<file path="config.mk">
export PLATFORM = sky130hd
export DESIGN_NAME = piso_serializer
export DESIGN_NICKNAME = d
export VERILOG_FILES = /design/src/rtl/piso_serializer.sv
export SDC_FILE = /design/constraint.sdc
export NUM_CORES = 1
export LEC_CHECK = 0
export CAP_MARGIN = 10
export CORE_ASPECT_RATIO = 1.1
export CORE_UTILIZATION = 40
export DETAILED_ROUTE_END_ITERATION = 16
export PLACE_DENSITY = 0.73
export SLEW_MARGIN = 15
export SYNTH_ARGS = -nofsm -noshare
export SYNTH_HDL_FRONTEND = slang
export SYNTH_SLANG_ARGS = --single-unit
export TNS_END_PERCENT = 30
</file>
<file path="constraint.sdc">
create_clock -name clk -period 1.2 [get_ports clk]
set_input_delay 0.24 -clock clk [delete_from_list [all_inputs] [get_ports clk]]
set_output_delay 0.24 -clock clk [all_outputs]
set_load 0.02 [all_outputs]
</file>
<file path="src/rtl/piso_serializer.sv">
// piso_serializer: parallel-in, serial-out shifter, MSB first.
// Takes a WIDTH-bit word over a valid/ready handshake and emits one bit per
// clock. Back-to-back frames are sent with no idle gap: the next word is
// accepted on the edge that retires the last bit of the current frame.
// Optional build macro SERIALIZER_PARITY_EN appends one even-parity bit
// (XOR of the accepted word) to every frame.
//
// state  | meaning
// -------+--------------------------------------------------------------
// IDLE   | no frame in progress, ready for a word
// SHIFT  | data bits on the wire; cnt is the index of the bit now on out
// PARITY | parity bit on the wire (SERIALIZER_PARITY_EN only)

module piso_serializer #(
  parameter int WIDTH = 8
) (
  input  logic             clk,
  input  logic             reset,
  input  logic [WIDTH-1:0] din,
  input  logic             din_valid,
  output logic             din_ready,
  output logic             out,
  output logic             out_valid,
  output logic             frame_start,
  output logic             busy
);

  localparam int CW = (WIDTH > 1) ? $clog2(WIDTH) : 1;
  localparam logic [CW-1:0] LAST = CW'(WIDTH - 1);

`ifdef SERIALIZER_PARITY_EN
  typedef enum logic [1:0] {IDLE = 2'd0, SHIFT = 2'd1, PARITY = 2'd2} state_t;
`else
  typedef enum logic {IDLE = 1'b0, SHIFT = 1'b1} state_t;
`endif

  state_t           state, state_n;
  logic [WIDTH-1:0] sreg, sreg_n;
  logic [CW-1:0]    cnt, cnt_n;
  logic             accept;
  logic             last_bit;
`ifdef SERIALIZER_PARITY_EN
  logic             par_q;
`endif

  // The serial bit is the shift register MSB, so it comes straight off a flop.
  assign out      = sreg[WIDTH-1];
  assign last_bit = (state == SHIFT) && (cnt == LAST);
  assign accept   = din_valid && din_ready;

  // Ready is the only combinational output; held low while reset is asserted.
  always_comb begin
    din_ready = 1'b0;
    if (!reset) begin
`ifdef SERIALIZER_PARITY_EN
      din_ready = (state == IDLE) || (state == PARITY);
`else
      din_ready = (state == IDLE) || last_bit;
`endif
    end
  end

  // State register.
  always_ff @(posedge clk) begin
    if (reset) state <= IDLE;
    else       state <= state_n;
  end

  // Next-state logic.
  always_comb begin
    state_n = state;
    case (state)
      IDLE:  if (accept) state_n = SHIFT;
      SHIFT: begin
        if (last_bit) begin
`ifdef SERIALIZER_PARITY_EN
          state_n = PARITY;
`else
          state_n = accept ? SHIFT : IDLE;
`endif
        end
      end
`ifdef SERIALIZER_PARITY_EN
      PARITY: state_n = accept ? SHIFT : IDLE;
`endif
      default: state_n = IDLE;
    endcase
  end

  // Shift register and bit counter next values; a finished frame leaves the
  // register all zeros, which is what drives out low while idle.
  always_comb begin
    sreg_n = sreg;
    cnt_n  = cnt;
    if (accept) begin
      sreg_n = din;
      cnt_n  = '0;
    end else if (state == SHIFT) begin
      cnt_n = last_bit ? '0 : cnt + CW'(1);
`ifdef SERIALIZER_PARITY_EN
      sreg_n = last_bit ? {par_q, {(WIDTH-1){1'b0}}} : {sreg[WIDTH-2:0], 1'b0};
`else
      sreg_n = {sreg[WIDTH-2:0], 1'b0};
`endif
    end
`ifdef SERIALIZER_PARITY_EN
    else if (state == PARITY) begin
      sreg_n = '0;
    end
`endif
  end

  // Datapath and status flops; status reflects the state being entered.
  always_ff @(posedge clk) begin
    if (reset) begin
      sreg        <= '0;
      cnt         <= '0;
      out_valid   <= 1'b0;
      frame_start <= 1'b0;
      busy        <= 1'b0;
    end else begin
      sreg        <= sreg_n;
      cnt         <= cnt_n;
      out_valid   <= (state_n != IDLE);
      frame_start <= accept;
      busy        <= (state_n != IDLE);
    end
  end

`ifdef SERIALIZER_PARITY_EN
  // Parity is captured with the word so din is free to change mid-frame.
  always_ff @(posedge clk) begin
    if (reset)       par_q <= 1'b0;
    else if (accept) par_q <= ^din;
  end
`endif

endmodule
</file>
* Word level (Yosys, flattened, before mapping) *
Index checks and enable logic that the tools add are counted.

word-level totals
  flip-flop bits (word level) = 13
  bits in latches = 0
  memory bits (writable) = 0
  ROM bits = 0
  input port bits = 11
  output and inout bits = 5
  word-level logic and storage cells = 19
  memories kept = 0

operators by class
  add/sub/neg operators = 1
  $mul = 0
  div/mod/pow operators = 0
  magnitude comparators = 0
  equal/unequal tests = 1
  shift-type cells = 0
  mux-type cells = 7
  bitwise gates (word level) = 1
  reductions and logical operators = 5

operators with widths
  operator                                                        count
  8-bit two-way mux                                               2
  3-bit by 1-bit adder with 3-bit output (second input constant)  1
  3-bit equality test (second input constant)                     1
  1-bit two-way mux                                               3
  3-bit two-way mux                                               1
  1-bit logical AND                                               2
  1-bit one-hot mux with 2 select lines                           1
  2-bit nonzero test                                              1
  2-bit OR reduction                                              1
  1-bit logical OR                                                1
  1-bit NOT                                                       1

* Depth between registers and ports, before layout *
  depth after elaboration = 8
  gate-level depth with buffers = 6
  mapped depth without buffers = 5

* Worst setup path before layout *
OpenSTA, ideal clock, no wires.

  kind = flip-flop to flip-flop
  from = reg cnt[0]
  to = reg sreg[7]
  setup time = 0.095 ns
  arrival = 1.216 ns
  required time = 1.105 ns
  setup slack = -0.111 ns
  stages on the path, launching flop included = 6
  path buffers = 1
  period minus slack after synthesis = 1.311 ns
  cell sequence = dfxtp_1 ha_1 ha_1 nand2b_1 buf_4 a221oi_1

on the way
  word-level cells in the longest chain between the ends = 6
  elaborated cells between the ends (all ways) = 7
  those cells by class = eq/ne: 1; mux: 2; reduce/logical: 4

ends and longest elaborated chain
  item                                                            line  text
  from (decl)                                                     39    logic [CW-1:0] cnt, cnt_n;
  from (signal assigned)                                          123   cnt <= cnt_n;
  3-bit equality test *                                           48    assign last_bit = (state == SHIFT) && (cnt == LAST);
  1-bit logical AND *                                             48
  1-bit logical OR *                                              58    din_ready = (state == IDLE) || last_bit;
  1-bit two-way mux *                                             54    if (!reset) begin
  1-bit logical AND *                                             49    assign accept = din_valid && din_ready;
  8-bit two-way mux / 2-bit nonzero test (equally long branches)  --
  to (signal assigned)                                            122   sreg <= sreg_n;
  to (decl)                                                       38    logic [WIDTH-1:0] sreg, sreg_n;

Every way passes the cells marked *; elsewhere a longest branch is shown, timed or not.
A chain may end at the register's enable or synchronous reset.

* Worst setup path in the final report *
  from = reg cnt[1]
  to = out din_ready

on the way
  word-level cells in the longest chain between the ends = 4

ends and longest elaborated chain
  item                 line  text
  3-bit equality test  48
  1-bit logical AND    48
  1-bit logical OR     58
  1-bit two-way mux    54
  to (decl)            21    output logic din_ready,

Every way passes these cells.

==> results.txt <==
status: complete, but fails checks
failing checks: negative setup slack
sw frac: 27.31%
number of global-route vias before repair: 517
Pins Over Slew Limit: 0
share of the synthesized area in the top cell type: 42.11%
initial antenna violation count: 0
Crit Path Max Fanout: 2
most frequent cells after synthesis: 13 x dfxtp_1, 10 x mux2i_1, 8 x nor2_1, 8 x nor2b_1, 6 x a221oi_1
Buf/Inv on CP: 1
Worst path slowest cell: dfxtp_2
Async SR Flop Fraction: 0%
cell with the most instances after synthesis: dfxtp_1
share of post-route cells with drive strength above 1: 36.14%
number of I/O pins: 16
CTS H-tree lvls: 1
post-synthesis cell count: 60
Critical Path RT: 0.96 ns
setup violators final: 12
CTS Buf Count: 3
slowest stage delay, CP: 0.34 ns
final hold violations: 0
CP arrival: 1.24 ns
Rel. slew slack: 87.72%
global-route wire length before repair: 2.221 mm
mean area per synthesized cell: 10.30 um2
VDD IR max: 688.7 uV
dpl hpwl: 920 um
placement-stage cell area: 894.6 um2
Hold Path Class: flip-flop to flip-flop
design area: 934.6 um2
via count: 518
YS warnings: 0
Initial Utilization: 44.11%
largest net degree at the start of global routing: 14
crit end category: primary output
Site Rows: 14
clock buffer depth: 2
mean routed wirelength per cell: 12.96 um
root buf cell: clkbuf_4
Comb power frac: 23.7%
gr ovfl total: 0
final WL: 1.283 mm
period utilisation layout: 123.1%
PwrDens: 1049 nW/um2
post-synth top area cell: dfxtp_1
DR DRC count: 0
Routed Antenna Nets: 0
ant diodes: 0
Post-synth EDFFs: 0
Crit Path Class: flip-flop to primary output
Mapped Area: 618.1 um2
Post-Syn Nets: 73
sequential element share of the synthesized area: 42.11%
Die W: 39.48 um
dominant synthesized flop cell: dfxtp_1
max frequency: 677.2 MHz
CTS Hold Bufs: 0
Clock transition at path regs: 0.08 ns
max-cap violation count: 0
crit path time final: 1.477 ns
core footprint: 1401 um2
Die Ht: 43.23 um
skew final: 0.003288 ns
setup bufs post-CTS: 0
fin util: 66.70%
critical path cell sequence: ha_4 > ha_4 > nor2b_4 > nor2_1 > buf_4
PortBufs: 15
sequential fraction of design power: 48.7%
Setup crit start kind: flip-flop
Die ar.: 1707 um2
Top delay family on crit path: flip-flops
clock latency at the later pin of the worst-skew pair: 0.27 ns
initial DRC count: 4
Yosys cell types: 18
TritonRoute pass-1 iters: 3
clock sink total: 13
RSZ-0062 raised after global routing: true
Switching Power: 0.0002676 W
global placement routability congestion: 0.7502
Slew @ Worst Pin: 0.1791 ns
Pint: 0.0007125 W
number of synthesized register bits: 13
CP most frequent cell: ha_4
top post-synthesis cells by area: dfxtp_1 42%, mux2i_1 16%, a221oi_1 8.5%
Fin Setup TNS: -1.601 ns
Nets: 97
Area growth syn-to-layout: 51.21%
Clock power frac: 27.6%
PnR worst setup slack: -0.2766 ns
GRT Total Usage: 19.59%
Via density: 5.232
CTS tree: done
Pleak: 0.3568 nW
==> what timing repair did <==
action                     4_1_cts  5_1_grt
gates cloned                     0        1
resized for setup               19        3
setup endpoints to repair       14       14
pin swaps                        1        1
==> final cells by class <==
| class | instances | area [um2] |
|---|---|---|
| fillers | 131 | 466.7 |
| flip-flops and latches | 13 | 262.8 |
| well taps | 16 | 20.02 |
| clock buffers | 4 | 26.28 |
| repair buffers | 23 | 202.7 |
| multi-input cells | 43 | 422.9 |
==> placed cells by master, fill, tap and decap left out, drive strengths merged <==
cell type,n
a211oi,1
a21oi,1
a221oi,7
buf,11
clkbuf,4
clkdlybuf4s15,2
clkdlybuf4s50,10
dfxtp,13
ha,2
mux2i,10
nand2,1
nand2b,2
nand3,1
nor2,8
nor2b,8
nor3b,1
o21a,1
==> tightest hold or removal path, delay by kind of cell, from the launching register on <==
family / cells / cell delay [ns]
DFF: 1 / 0.31
AOI/OAI and AO/OA: 1 / 0.08
muxes: 1 / 0.15
==> layer usage <==
metal	routed length [um]	share of wire [%]	track usage, %
met4	33	2.6	12.41
met5	0	0	0
met1	617	48	25.57
met3	54	4.2	4.712
met2	577	45	27.87
==> kinds of logic after synthesis <==
group	after synthesis	share of synthesized area [%]
adder cells (fa/ha/maj)	2	4.048
buffers and inverters	5	5.666
AND/OR/NAND/NOR	20	17.81
AO/OA/AOI/OAI	10	14.17
flip-flops	13	42.11
multiplexers	10	16.19
==> sequential cells by signal (all words and copies together) (netlist names) <==
register     count
busy             1
cnt              3
frame_start      1
sreg             8
==> final timing paths <==
check | start | to | slack (ns) | cells after the start
hold / removal | sreg[5] | sreg[5] | 0.60 | 2
setup / recovery | cnt[1] | din_ready | -0.28 | 5
setup reg to reg | cnt[1] | sreg[5] | -0.17 | 6
hold reg to reg | sreg[5] | sreg[5] | 0.60 | 2
==> power groups by stage <==
stage | clock network (W) | logic [W] | registers [W]
after floorplan | 0 | 0.000136 | 0.000497
after global placement | 0 | 0.000228 | 0.000487
after detailed placement | 0 | 0.000231 | 0.000488
after CTS | 0.000275 | 0.000228 | 0.000477
after global routing | 0.000303 | 0.000253 | 0.000481
final | 0.000270 | 0.000232 | 0.000477
==> per-stage QoR <==
stage | power [W] | worst slack [ns] | cells | hold WS, ns
floorplan | 0.0006330 | -0.01973 | 60 | 0.3062
global placement | 0.0007151 | -0.4387 | 94 | 0.5542
detailed placement | 0.0007189 | -0.4240 | 94 | 0.5518
CTS | 0.0009807 | -0.2837 | 98 | 0.5635
global route | 0.001037 | -0.3131 | 99 | 0.6152
finish | 0.0009801 | -0.2766 | 99 | 0.5975
Note: power is estimated with default switching activity, not from simulation.
